`config.mk`:
```
export PLATFORM = sky130hd
export DESIGN_NAME = wb_sig_reader_flat
export DESIGN_NICKNAME = d
export VERILOG_FILES = /design/src/rtl/wb_sig_reader_if.sv /design/src/rtl/wb_sig_reader.sv /design/src/flat_wrapper.sv
export SDC_FILE = /design/constraint.sdc
export NUM_CORES = 1
export LEC_CHECK = 0
export CORE_AREA = 2 2 209 211
export CTS_BUF_LIST = sky130_fd_sc_hd__clkbuf_8
export DETAILED_ROUTE_END_ITERATION = 8
export DIE_AREA = 0 0 211 213
export PLACE_DENSITY = 0.61
export SETUP_SLACK_MARGIN = 0.2
export SLEW_MARGIN = 20
export SYNTH_ARGS = -nofsm -noshare
export SYNTH_HDL_FRONTEND = slang
export SYNTH_SLANG_ARGS = --single-unit
```
`constraint.sdc`:
```
create_clock -name clk -period 3.7 [get_ports clk]
set_input_delay 1.11 -clock clk [delete_from_list [all_inputs] [get_ports clk]]
set_output_delay 1.11 -clock clk [all_outputs]
set_load 0.02 [all_outputs]
```
`src/rtl/wb_sig_reader_if.sv`:
```
// Purpose: bundles the Wishbone B4 pipelined read port and the signature word stream of wb_sig_reader.
// Latency: none, wires only.
// Backpressure: wb_stall_i throttles requests; sig_ready_i throttles the stream.
// Ports: master = the reader (drives cyc/stb/adr, sinks ack/data, sources stream);
//        slave  = memory plus stream consumer (the opposite directions).
interface wb_sig_reader_if;
    logic        wb_cyc_o;
    logic        wb_stb_o;
    logic        wb_we_o;
    logic [3:0]  wb_sel_o;
    logic [31:0] wb_adr_o;
    logic        wb_stall_i;
    logic        wb_ack_i;
    logic [31:0] wb_dat_i;
    logic        sig_valid_o;
    logic        sig_ready_i;
    logic [31:0] sig_data_o;
    logic        sig_last_o;

    modport master (
        output wb_cyc_o, wb_stb_o, wb_we_o, wb_sel_o, wb_adr_o,
        input  wb_stall_i, wb_ack_i, wb_dat_i,
        output sig_valid_o, sig_data_o, sig_last_o,
        input  sig_ready_i
    );

    modport slave (
        input  wb_cyc_o, wb_stb_o, wb_we_o, wb_sel_o, wb_adr_o,
        output wb_stall_i, wb_ack_i, wb_dat_i,
        input  sig_valid_o, sig_data_o, sig_last_o,
        output sig_ready_i
    );
endinterface

```
`src/rtl/wb_sig_reader.sv`:
```
// Purpose: Wishbone B4 pipelined initiator that reads words [begin, end) and streams them in address order.
// Latency: first request one cycle after start; a word acked at edge n is stream-valid after edge n.
// Backpressure: requests are credit-limited so outstanding + buffered never exceeds DEPTH; stream holds while !ready.
// Ports: clk, rst_n (async active-low); start_i/begin_addr_i/end_addr_i command; busy_o/done_o/err_o status;
//        bus = wb_sig_reader_if.master (Wishbone read port + sig_* stream).
// Optional: define WB_SIG_READER_TIMEOUT_EN to build the ack watchdog (TIMEOUT_CYCLES) and the err_o flag.

// Purpose: generic synchronous FIFO, power-of-two depth.
// Latency: a word written at edge n is readable after edge n.
// Backpressure: writes while full are dropped; the caller guarantees space.
module fifo #(
    parameter int WIDTH = 32,
    parameter int DEPTH = 4
) (
    input  logic                     clk,
    input  logic                     rst_n,
    input  logic                     wr_vld,
    input  logic [WIDTH-1:0]         wr_dat,
    input  logic                     rd_rdy,
    output logic                     rd_vld,
    output logic [WIDTH-1:0]         rd_dat,
    output logic [$clog2(DEPTH):0]   count
);
    localparam int            AW     = $clog2(DEPTH);
    localparam logic [AW:0]   FULL_C = (AW+1)'(DEPTH);

    logic [WIDTH-1:0] mem [DEPTH];
    logic [AW-1:0]    wr_ptr, rd_ptr;
    logic             wr_en, rd_en;

    assign rd_vld = (count != '0);
    assign rd_dat = mem[rd_ptr];
    assign wr_en  = wr_vld && (count != FULL_C);
    assign rd_en  = rd_rdy && rd_vld;

    always_ff @(posedge clk) begin
        if (wr_en) mem[wr_ptr] <= wr_dat;
    end

    always_ff @(posedge clk or negedge rst_n) begin
        if (!rst_n) begin
            wr_ptr <= '0;
            rd_ptr <= '0;
            count  <= '0;
        end else begin
            if (wr_en) wr_ptr <= wr_ptr + AW'(1);
            if (rd_en) rd_ptr <= rd_ptr + AW'(1);
            case ({wr_en, rd_en})
                2'b10:   count <= count + (AW+1)'(1);
                2'b01:   count <= count - (AW+1)'(1);
                default: count <= count;
            endcase
        end
    end
endmodule

module wb_sig_reader #(
    parameter int DEPTH          = 4,
    parameter int TIMEOUT_CYCLES = 1024
) (
    input  logic        clk,
    input  logic        rst_n,
    input  logic        start_i,
    input  logic [31:0] begin_addr_i,
    input  logic [31:0] end_addr_i,
    output logic        busy_o,
    output logic        done_o,
    output logic        err_o,
    wb_sig_reader_if.master bus
);
    localparam int            CW      = $clog2(DEPTH) + 1;
    localparam logic [CW-1:0] ONE_C   = CW'(1);
    localparam logic [CW:0]   DEPTH_C = (CW+1)'(DEPTH);

    typedef enum logic [1:0] {IDLE, ISSUE, DRAIN, FLUSH} state_t;

    state_t          state, state_nxt;
    logic [31:0]     next_adr, ack_adr, end_w;
    logic [31:0]     begin_in_w, end_in_w;
    logic [CW-1:0]   outstanding, outst_nxt;
    logic [CW-1:0]   fifo_cnt;
    logic [CW:0]     inflight;
    logic            credit, req_acc, ack_ok, last_req, abort;
    logic            start_acc, fifo_vld, fifo_pop, flush_empty;
    logic [32:0]     fifo_head;
    logic            unused_lsbs;

    assign begin_in_w  = {begin_addr_i[31:2], 2'b00};
    assign end_in_w    = {end_addr_i[31:2], 2'b00};
    assign unused_lsbs = &{1'b0, begin_addr_i[1:0], end_addr_i[1:0]};

    assign start_acc = (state == IDLE) && start_i;

    // Outstanding requests plus buffered words may never exceed the FIFO depth,
    // so every ack is guaranteed a slot.
    assign inflight = {1'b0, outstanding} + {1'b0, fifo_cnt};
    assign credit   = inflight < DEPTH_C;
    assign req_acc  = bus.wb_stb_o && !bus.wb_stall_i;
    assign ack_ok   = bus.wb_ack_i && (outstanding != '0);
    assign last_req = (next_adr == end_w - 32'd4);

    assign fifo_pop    = fifo_vld && bus.sig_ready_i;
    // FIFO will be empty after this edge (no pushes happen in FLUSH).
    assign flush_empty = (fifo_cnt == '0) || ((fifo_cnt == ONE_C) && fifo_pop);

    assign bus.wb_we_o  = 1'b0;
    assign bus.wb_sel_o = 4'hF;
    assign bus.wb_adr_o = next_adr;
    assign busy_o       = (state != IDLE);

    always_comb begin
        outst_nxt = outstanding;
        if (req_acc && !ack_ok)      outst_nxt = outstanding + ONE_C;
        else if (!req_acc && ack_ok) outst_nxt = outstanding - ONE_C;
        if (abort)                   outst_nxt = '0;
    end

    always_comb begin
        state_nxt    = state;
        bus.wb_cyc_o = 1'b0;
        bus.wb_stb_o = 1'b0;
        unique case (state)
            IDLE: begin
                if (start_i) state_nxt = (end_in_w > begin_in_w) ? ISSUE : FLUSH;
            end
            ISSUE: begin
                bus.wb_cyc_o = 1'b1;
                bus.wb_stb_o = credit;
                if (abort)                    state_nxt = FLUSH;
                else if (req_acc && last_req) state_nxt = DRAIN;
            end
            DRAIN: begin
                bus.wb_cyc_o = 1'b1;
                if (abort || (outst_nxt == '0)) state_nxt = FLUSH;
            end
            FLUSH: begin
                if (flush_empty) state_nxt = IDLE;
            end
            default: state_nxt = IDLE;
        endcase
    end

    always_ff @(posedge clk or negedge rst_n) begin
        if (!rst_n) begin
            state       <= IDLE;
            next_adr    <= '0;
            ack_adr     <= '0;
            end_w       <= '0;
            outstanding <= '0;
            done_o      <= 1'b0;
        end else begin
            state       <= state_nxt;
            outstanding <= outst_nxt;
            done_o      <= (state == FLUSH) && flush_empty;
            if (start_acc) begin
                next_adr <= begin_in_w;
                ack_adr  <= begin_in_w;
                end_w    <= end_in_w;
            end else begin
                if (req_acc) next_adr <= next_adr + 32'd4;
                if (ack_ok)  ack_adr  <= ack_adr + 32'd4;
            end
        end
    end

    // Acks return in request order, so ack_adr tracks the address of each returning word.
    fifo #(.WIDTH(33), .DEPTH(DEPTH)) u_fifo (
        .clk    (clk),
        .rst_n  (rst_n),
        .wr_vld (ack_ok),
        .wr_dat ({ack_adr == end_w - 32'd4, bus.wb_dat_i}),
        .rd_rdy (bus.sig_ready_i),
        .rd_vld (fifo_vld),
        .rd_dat (fifo_head),
        .count  (fifo_cnt)
    );

    assign bus.sig_valid_o = fifo_vld;
    assign bus.sig_data_o  = fifo_vld ? fifo_head[31:0] : 32'h0;
    assign bus.sig_last_o  = fifo_vld && fifo_head[32];

`ifdef WB_SIG_READER_TIMEOUT_EN
    localparam int            TW      = $clog2(TIMEOUT_CYCLES + 1);
    localparam logic [TW-1:0] TO_LAST = TW'(TIMEOUT_CYCLES - 1);

    logic [TW-1:0] to_cnt;
    logic          err_q;

    // Fires on the cycle that would be the TIMEOUT_CYCLES-th consecutive ack-less wait.
    assign abort = (outstanding != '0) && !bus.wb_ack_i && (to_cnt == TO_LAST);
    assign err_o = err_q;

    always_ff @(posedge clk or negedge rst_n) begin
        if (!rst_n) begin
            to_cnt <= '0;
            err_q  <= 1'b0;
        end else begin
            if (bus.wb_ack_i || (outstanding == '0) || abort) to_cnt <= '0;
            else                                                to_cnt <= to_cnt + TW'(1);
            if (start_acc)  err_q <= 1'b0;
            else if (abort) err_q <= 1'b1;
        end
    end
`else
    localparam int unused_timeout = TIMEOUT_CYCLES;
    assign abort = 1'b0;
    assign err_o = 1'b0;
`endif
endmodule

```
`src/flat_wrapper.sv`:
```
// flat-port wrapper written by rule: the top's interface ports become plain ports
module wb_sig_reader_flat 
#(
    parameter int DEPTH          = 4,
    parameter int TIMEOUT_CYCLES = 1024
)
  (clk, rst_n, start_i, begin_addr_i, end_addr_i, busy_o, done_o, err_o, bus_wb_cyc_o, bus_wb_stb_o, bus_wb_we_o, bus_wb_sel_o, bus_wb_adr_o, bus_wb_stall_i, bus_wb_ack_i, bus_wb_dat_i, bus_sig_valid_o, bus_sig_data_o, bus_sig_last_o, bus_sig_ready_i);
  wb_sig_reader_if bus_i ();
  input  logic clk;
  input  logic rst_n;
  input  logic start_i;
  input  logic [31:0] begin_addr_i;
  input  logic [31:0] end_addr_i;
  output logic busy_o;
  output logic done_o;
  output logic err_o;
  output wire logic [$bits(bus_i.wb_cyc_o)-1:0] bus_wb_cyc_o;
  output wire logic [$bits(bus_i.wb_stb_o)-1:0] bus_wb_stb_o;
  output wire logic [$bits(bus_i.wb_we_o)-1:0] bus_wb_we_o;
  output wire logic [$bits(bus_i.wb_sel_o)-1:0] bus_wb_sel_o;
  output wire logic [$bits(bus_i.wb_adr_o)-1:0] bus_wb_adr_o;
  input wire logic [$bits(bus_i.wb_stall_i)-1:0] bus_wb_stall_i;
  input wire logic [$bits(bus_i.wb_ack_i)-1:0] bus_wb_ack_i;
  input wire logic [$bits(bus_i.wb_dat_i)-1:0] bus_wb_dat_i;
  output wire logic [$bits(bus_i.sig_valid_o)-1:0] bus_sig_valid_o;
  output wire logic [$bits(bus_i.sig_data_o)-1:0] bus_sig_data_o;
  output wire logic [$bits(bus_i.sig_last_o)-1:0] bus_sig_last_o;
  input wire logic [$bits(bus_i.sig_ready_i)-1:0] bus_sig_ready_i;
  assign bus_wb_cyc_o = bus_i.wb_cyc_o;
  assign bus_wb_stb_o = bus_i.wb_stb_o;
  assign bus_wb_we_o = bus_i.wb_we_o;
  assign bus_wb_sel_o = bus_i.wb_sel_o;
  assign bus_wb_adr_o = bus_i.wb_adr_o;
  assign bus_i.wb_stall_i = bus_wb_stall_i;
  assign bus_i.wb_ack_i = bus_wb_ack_i;
  assign bus_i.wb_dat_i = bus_wb_dat_i;
  assign bus_sig_valid_o = bus_i.sig_valid_o;
  assign bus_sig_data_o = bus_i.sig_data_o;
  assign bus_sig_last_o = bus_i.sig_last_o;
  assign bus_i.sig_ready_i = bus_sig_ready_i;
  wb_sig_reader #(.DEPTH(DEPTH), .TIMEOUT_CYCLES(TIMEOUT_CYCLES)) u_core (.clk(clk), .rst_n(rst_n), .start_i(start_i), .begin_addr_i(begin_addr_i), .end_addr_i(end_addr_i), .busy_o(busy_o), .done_o(done_o), .err_o(err_o), .bus(bus_i));
endmodule
```
==> flow_metrics.tcl, run 1 <==
set metrics [dict create \
    numCtsBuffers 44 \
    cp.arrival_ns 4.29 \
    vias_per_cell 4.87 \
    drcViolationCount 0 \
    dp.cells 1864 \
    final_util_pct 39.5 \
    dieWidth_um 211 \
    synthTopCellsByArea "edfxtp_1 (31%), dfrtp_1 (20%), mux4_2 (5.8%), ha_1 (5.1%), xnor2_1 (5.0%)" \
    min_path_type "in -> async" \
    grt_overflow 0 \
    violations "negative setup slack" \
    max-vdd-ir-drop_mv 0.271 \
    crit_type "reg -> reg" \
    wl_per_cell_um 19.3 \
    clkSinkCount 235 \
    grt_max_degree 56 \
    layout-drive-gt1-share_pct 21.1 \
    post-place-ws_ns -0.332 \
    synth.most_common_cell "edfxtp_1" \
    slew_viol_final 0 \
    drv_cap 0 \
    grt_pass1_wl_mm 58.0 \
    yosysSeqAreaShare_pct 51.5 \
    cp-start-kind "register" \
    initial_core_util_pct 29.8 \
    hpwl_mm 27.9 \
    path_clk_slew_ns 0.06 \
    design_area_um2 16900 \
    gr-usage-all-layers_pct 17.1 \
    cts-root-buf "clkbuf_8" \
    r2r-start "u_core.end_w[12]" \
    yosysUniqueCellTypes 67 \
    period_minus_slack_ns 3.81 \
    fp.dieH_um 213 \
    ys.flop_type "edfxtp_1" \
    power_leakage_nw 6.98 \
    reg2reg_slack_ns -0.11 \
    synth_cells 1086 \
    run_status "finished, violations left" \
    seq_area_um2 6550 \
    r2r_cells 10 \
    finish.net_count 1525 \
    cts_tree "yes" \
    critPathCaptureType "register" \
    synth_edf_count 132 \
    timing.fmax_mhz 263 \
    skew_ns 0.0278 \
    crit_required_ns 4.19 \
    worstMarginPinSlew_ns 0.701 \
    htreeDepth 2 \
    area_delta_synth_final_pct 32.6 \
    slew_headroom_pct 52.8 \
    critPathMaxFanout 2 \
    clockBufferDepth 3 \
    finalHoldViolCount 0 \
    syn_avg_cell_area_um2 11.7 \
    synth-seq-cells 235 \
    async_reset_ff_share_pct 43.8 \
    powerDensity_nw_per_um2 544 \
    drt_wl_total_mm 37.7 \
    io_pins 178 \
    synth_area_leader_cell "edfxtp_1" \
    ys_top_cells_by_count "edfxtp_1 (132), dfrtp_1 (103), nor2_1 (79)" \
    synth_top_area_share_pct 31.2 \
    first_iter_violations 508 \
    drtPass1Iterations 5 \
    yosys_warnings 0 \
    grt_pass1_vias 10100 \
    layoutNonFillerInstCount 1953 \
    coreArea_um2 42700 \
    clk_latency_ns 0.61 \
    synth_area_um2 12700 \
    multiInputGateArea_um2 5850 \
    dieArea_um2 44900 \
    portBuffers 165 \
    antenna_found_initial 2 \
    finalSetupViolCount 6 \
    place_area_um2 15900 \
    rows 76 \
    setup_ws_ns -0.106 \
    power.total_mw 9.17 \
    via_count 9514 \
    rsz0062_at_grt "true" \
    ant_nets 0 \
    min_period_over_period_pct 103 \
    place_congestion 0.920 \
    rr_endpoint "u_core.state[1]" \
    fill_cells 4173 \
]
==> registers in the layout, indices dropped and copies added (netlist names) <==
register / flops
u_core.state: 2
u_core.u_fifo.mem: 132
u_core.u_fifo.count: 3
u_core.u_fifo.rd_ptr: 2
u_core.done_o: 1
u_core.u_fifo.wr_ptr: 2
u_core.outstanding: 3
u_core.ack_adr: 30
u_core.bus.wb_adr_o: 30
u_core.end_w: 30
==> per-stage QoR <==
stage                     hold slack [ns]  TNS (ns)
after floorplan                     0.500   -0.0390
after global placement              0.543     -1.33
after detailed placement            0.557     -1.59
after CTS                           0.537    -0.647
after global routing                0.583     -1.22
final                               0.538    -0.522
==> worst max path at each step <==
stage	end	start	slack [ns]
2_1_floorplan	u_core.state[1]	u_core.end_w[2]	-0.04
6_report	u_core.state[1]	u_core.end_w[12]	-0.11
3_5_place_dp	u_core.u_fifo.mem[0][32]	u_core.end_w[12]	-0.33
5_1_grt	u_core.u_fifo.mem[0][32]	u_core.end_w[12]	-0.22
4_1_cts	u_core.u_fifo.mem[0][32]	u_core.end_w[12]	-0.13
3_3_place_gp	u_core.u_fifo.mem[0][32]	u_core.end_w[12]	-0.30
==> final cells by class <==
| class | instances | share of cell area (%) |
|---|---|---|
| clock inverter | 30 | 1.24 |
| inverter | 52 | 1.17 |
| multi-input combinational | 748 | 34.7 |
| antenna | 1 | 0.0148 |
| sequential | 235 | 38.8 |
| clock buffer | 51 | 4.16 |
| timing repair buffer | 290 | 15.8 |
| tap | 546 | 4.05 |
==> worst max-delay path, stage by stage, from the launching register on <==
cell     delay (ns)
dfrtp_1        0.37
or4_4          0.57
or4_4          0.45
or3_4          0.35
or4_4          0.52
buf_4          0.16
a31oi_1        0.15
nand3_1        0.10
or4_4          0.56
a21oi_4        0.17
mux2_4         0.31
==> cells by family after synthesis <==
group                      share of synthesized area (%)
AOI/OAI and AO/OA                                   6.68
xor gates and xnor gates                            9.64
adders and majority gates                           5.12
buffers and inverters                               3.61
DFF                                                 51.5
muxes                                               8.74
other                                             0.0591
and+or+nand+nor                                     14.7
==> cells in the final DEF, fill, tap and decap left out, types with 23 or more instances in the layout <==
cell,instances
edfxtp_1,132
dfrtp_1,101
buf_4,116
xnor2_1,71
nand2_1,51
clkdlybuf4s50_1,129
xor2_1,67
mux2_2,29
and2_1,39
inv_1,55
dlygate4sd2_1,32
a21oi_1,76
nand3_1,28
ha_1,51
mux4_2,33
nor2_1,77
o21ai_0,23
clkbuf_8,51
nand4_1,30
==> report_power, final <==
group / total, mW / internal [mW] / switching [mW]
clock network: 2.60 / 1.42 / 1.19
registers: 3.45 / 3.21 / 0.239
logic: 3.12 / 1.46 / 1.65
total: 9.17 / 6.10 / 3.08
==> metal layers <==
metal	up-vias	GRT usage, %	routed length [um]
met3	65	3.18	1940
met5	-	0	17
met1	4651	22.3	16800
li1	4507	-	-
met4	2	6.65	1150
met2	289	28.2	17800
==> repair_timing <==
action                     in CTS  in global routing
cloned                          0                  0
hold endpoints to repair        0                  0
pin swaps                       2                  0
gates resized for setup        46                  5
setup endpoints to repair      41                  8
setup buffers                   7                  0
hold buffers                    0                  0
(Power assumes the default switching activity.)
==> inputs of run 2 (changes only) <==
- DONT_BUFFER_PORTS: unset -> 1
- HOLD_SLACK_MARGIN: unset -> 0.1
- PLACE_DENSITY: 0.61 -> 0.55
- RECOVER_POWER: unset -> 25
==> run 2 against run 1 <==
The run still ends with negative setup slack left; wire length decreased by 3.7%; clock power fell by 3%; global-route usage decreased by 0.86 points; first-iteration DRC count is 2.0% higher.
==> flow_metrics.tcl, run 2 (synthesis results as in run 1) <==
set metrics [dict create \
    run_status "finished, violations left" \
    violations "negative setup slack" \
    cp-endpoint "u_core.u_fifo.mem[1][32]" \
    setup_ws_ns -0.147 \
    grt_pass1_wl_mm 55.0 \
    p_sw_share_pct 33.8 \
    place_congestion 0.934 \
    clkSinkCount 235 \
    crit_type "reg -> reg" \
    crit_required_ns 4.13 \
    clockBufferDepth 3 \
    max-vdd-ir-drop_mv 0.318 \
    dp.cells 1667 \
    powerDensity_nw_per_um2 569 \
    coreArea_um2 42700 \
    min_period_over_period_pct 104 \
    drt_wl_total_mm 36.3 \
    finish.net_count 1324 \
    area_delta_synth_final_pct 17.3 \
    finalHoldViolCount 0 \
    fp.dieH_um 213 \
    largest-register "u_core.u_fifo.mem" \
    r2r-start "u_core.end_w[9]" \
    vias_per_cell 4.92 \
    layoutNonFillerInstCount 1746 \
    dieWidth_um 211 \
    cp-start-kind "register" \
    portBuffers 0 \
    rows 76 \
    htreeDepth 2 \
    drv_cap 0 \
    antenna_found_initial 1 \
    reg2reg_slack_ns -0.15 \
    final_util_pct 34.9 \
    grt_overflow 0 \
    final_common_cell "edfxtp_1" \
    largest_register_ffs 132 \
    worstMarginPinSlew_ns 0.705 \
    intPower_mw 5.61 \
    grt_pass1_vias 8856 \
    power.switching_mw 2.87 \
    rr_endpoint "u_core.u_fifo.mem[1][32]" \
    via_count 8589 \
    gr-usage-all-layers_pct 16.2 \
    fill_cells 4198 \
    pwr-share-comb_pct 29.2 \
    timing.fmax_mhz 260 \
    numCtsBuffers 43 \
    layout-drive-gt1-share_pct 20.9 \
    skew_ns 0.0503 \
    io_pins 178 \
    period_minus_slack_ns 3.85 \
    wl_per_cell_um 20.8 \
    clkPwrFrac_pct 29.8 \
    critPathMaxFanout 4 \
    power_leakage_nw 6.13 \
    cts_tree "yes" \
    layout_common_cells "edfxtp_1 (132), dfrtp_1 (102), buf_4 (82)" \
    first_iter_violations 518 \
    p_seq_share_pct 41.0 \
    slew_viol_final 0 \
    r2r_cells 11 \
    rsz0062_at_grt "true" \
    cts-root-buf "clkbuf_8" \
    ant_nets 0 \
    path_clk_slew_ns 0.07 \
    hpwl_mm 26.9 \
    initial_core_util_pct 29.8 \
    cp.arrival_ns 4.28 \
    startpoint "u_core.end_w[9]" \
    drtPass1Iterations 5 \
    seq_area_um2 6540 \
    critPathCaptureType "register" \
    clk_latency_ns 0.59 \
    dieArea_um2 44900 \
    min_path_type "in -> async" \
    slew_headroom_pct 52.5 \
    grt_max_degree 104 \
    drcViolationCount 0 \
    multiInputGateArea_um2 5870 \
    finalSetupViolCount 6 \
]
run 2: cell count changes in the layout (fill, tap and decap cells not counted), sizes merged:
cell	before	now
buf	127	90
bufinv	2	4
clkbuf	51	44
clkdlybuf4s15	1	0
clkdlybuf4s50	129	0
clkinv	19	9
clkinvlp	3	2
dlygate4sd2	32	0
dlymetal6s2s	1	0
inv	58	67
run 2: metrics by stage:
| step | hold WS (ns) | total power, mW | TNS [ns] | worst slack, ns | area (um2) |
|---|---|---|---|---|---|
| after global routing | 0.176 | 8.97 | -1.16 | -0.231 | 14900 |
| after global placement | 0.545 | 6.01 | -1.27 | -0.287 | 14000 |
| after CTS | 0.175 | 8.65 | -0.731 | -0.146 | 14900 |
| after floorplan | 0.500 | 5.31 | -0.0390 | -0.0390 | 12800 |
| after detailed placement | 0.542 | 6.05 | -1.40 | -0.317 | 14000 |
| final | 0.219 | 8.48 | -0.685 | -0.147 | 14900 |
run 2: timing repair:
item,CTS,global route
hold buffers,0,0
pin swaps,10,1
endpoints found under the setup margin,6,6
resized for setup,8,4
buffers inserted,4,0
run 2: worst min-delay path by stage:
stage | startpoint | depth (start not counted) | slack, ns | end
floorplan | u_core.u_fifo.count[1] | 2 | 0.50 | u_core.u_fifo.count[1]
global placement | u_core.u_fifo.count[1] | 2 | 0.55 | u_core.u_fifo.count[1]
detailed placement | u_core.u_fifo.count[1] | 2 | 0.54 | u_core.u_fifo.count[1]
CTS | rst_n | 0 | 0.18 | u_core.ack_adr[24]
global route | rst_n | 0 | 0.18 | u_core.ack_adr[24]
finish | rst_n | 0 | 0.22 | u_core.ack_adr[24]
run 2: per-layer routing:
layer,up-vias,part of all wire [%],global-route usage (%)
met5,-,0,0
met4,0,1.7,4.03
met3,45,8.6,5.72
met2,244,48,27.2
met1,4206,42,19.9
li1,4094,-,-
run 2: critical path: stages (launching register included):
cell and delay [ns]:
dfrtp_1 0.37, or4_4 0.56, or4_4 0.44, or3_4 0.35, or4_4 0.51, xnor2_2 0.16
or4_4 0.44, nor4_4 0.14, buf_4 0.15, nand4_1 0.13, nor4b_4 0.30, buf_4 0.18
run 2: final cells by class:
cell class                      instances  area share, %
Clock buffer                           44           4.06
Tap cell                              546           4.58
Multi-Input combinational cell        748           39.3
Timing Repair Buffer                   90           5.14
Clock inverter                         30           1.67
Antenna cell                            1         0.0168
Inverter                               52           1.33
Sequential cell                       235           43.9
run 2: power groups by stage:
stage          logic (mW)  clock network, mW  registers (mW)
2_1_floorplan        1.87                  0            3.45
3_3_place_gp         2.49                  0            3.52
3_5_place_dp         2.51                  0            3.54
4_1_cts              2.55               2.62            3.49
5_1_grt              2.71               2.73            3.53
6_report             2.48               2.53            3.48
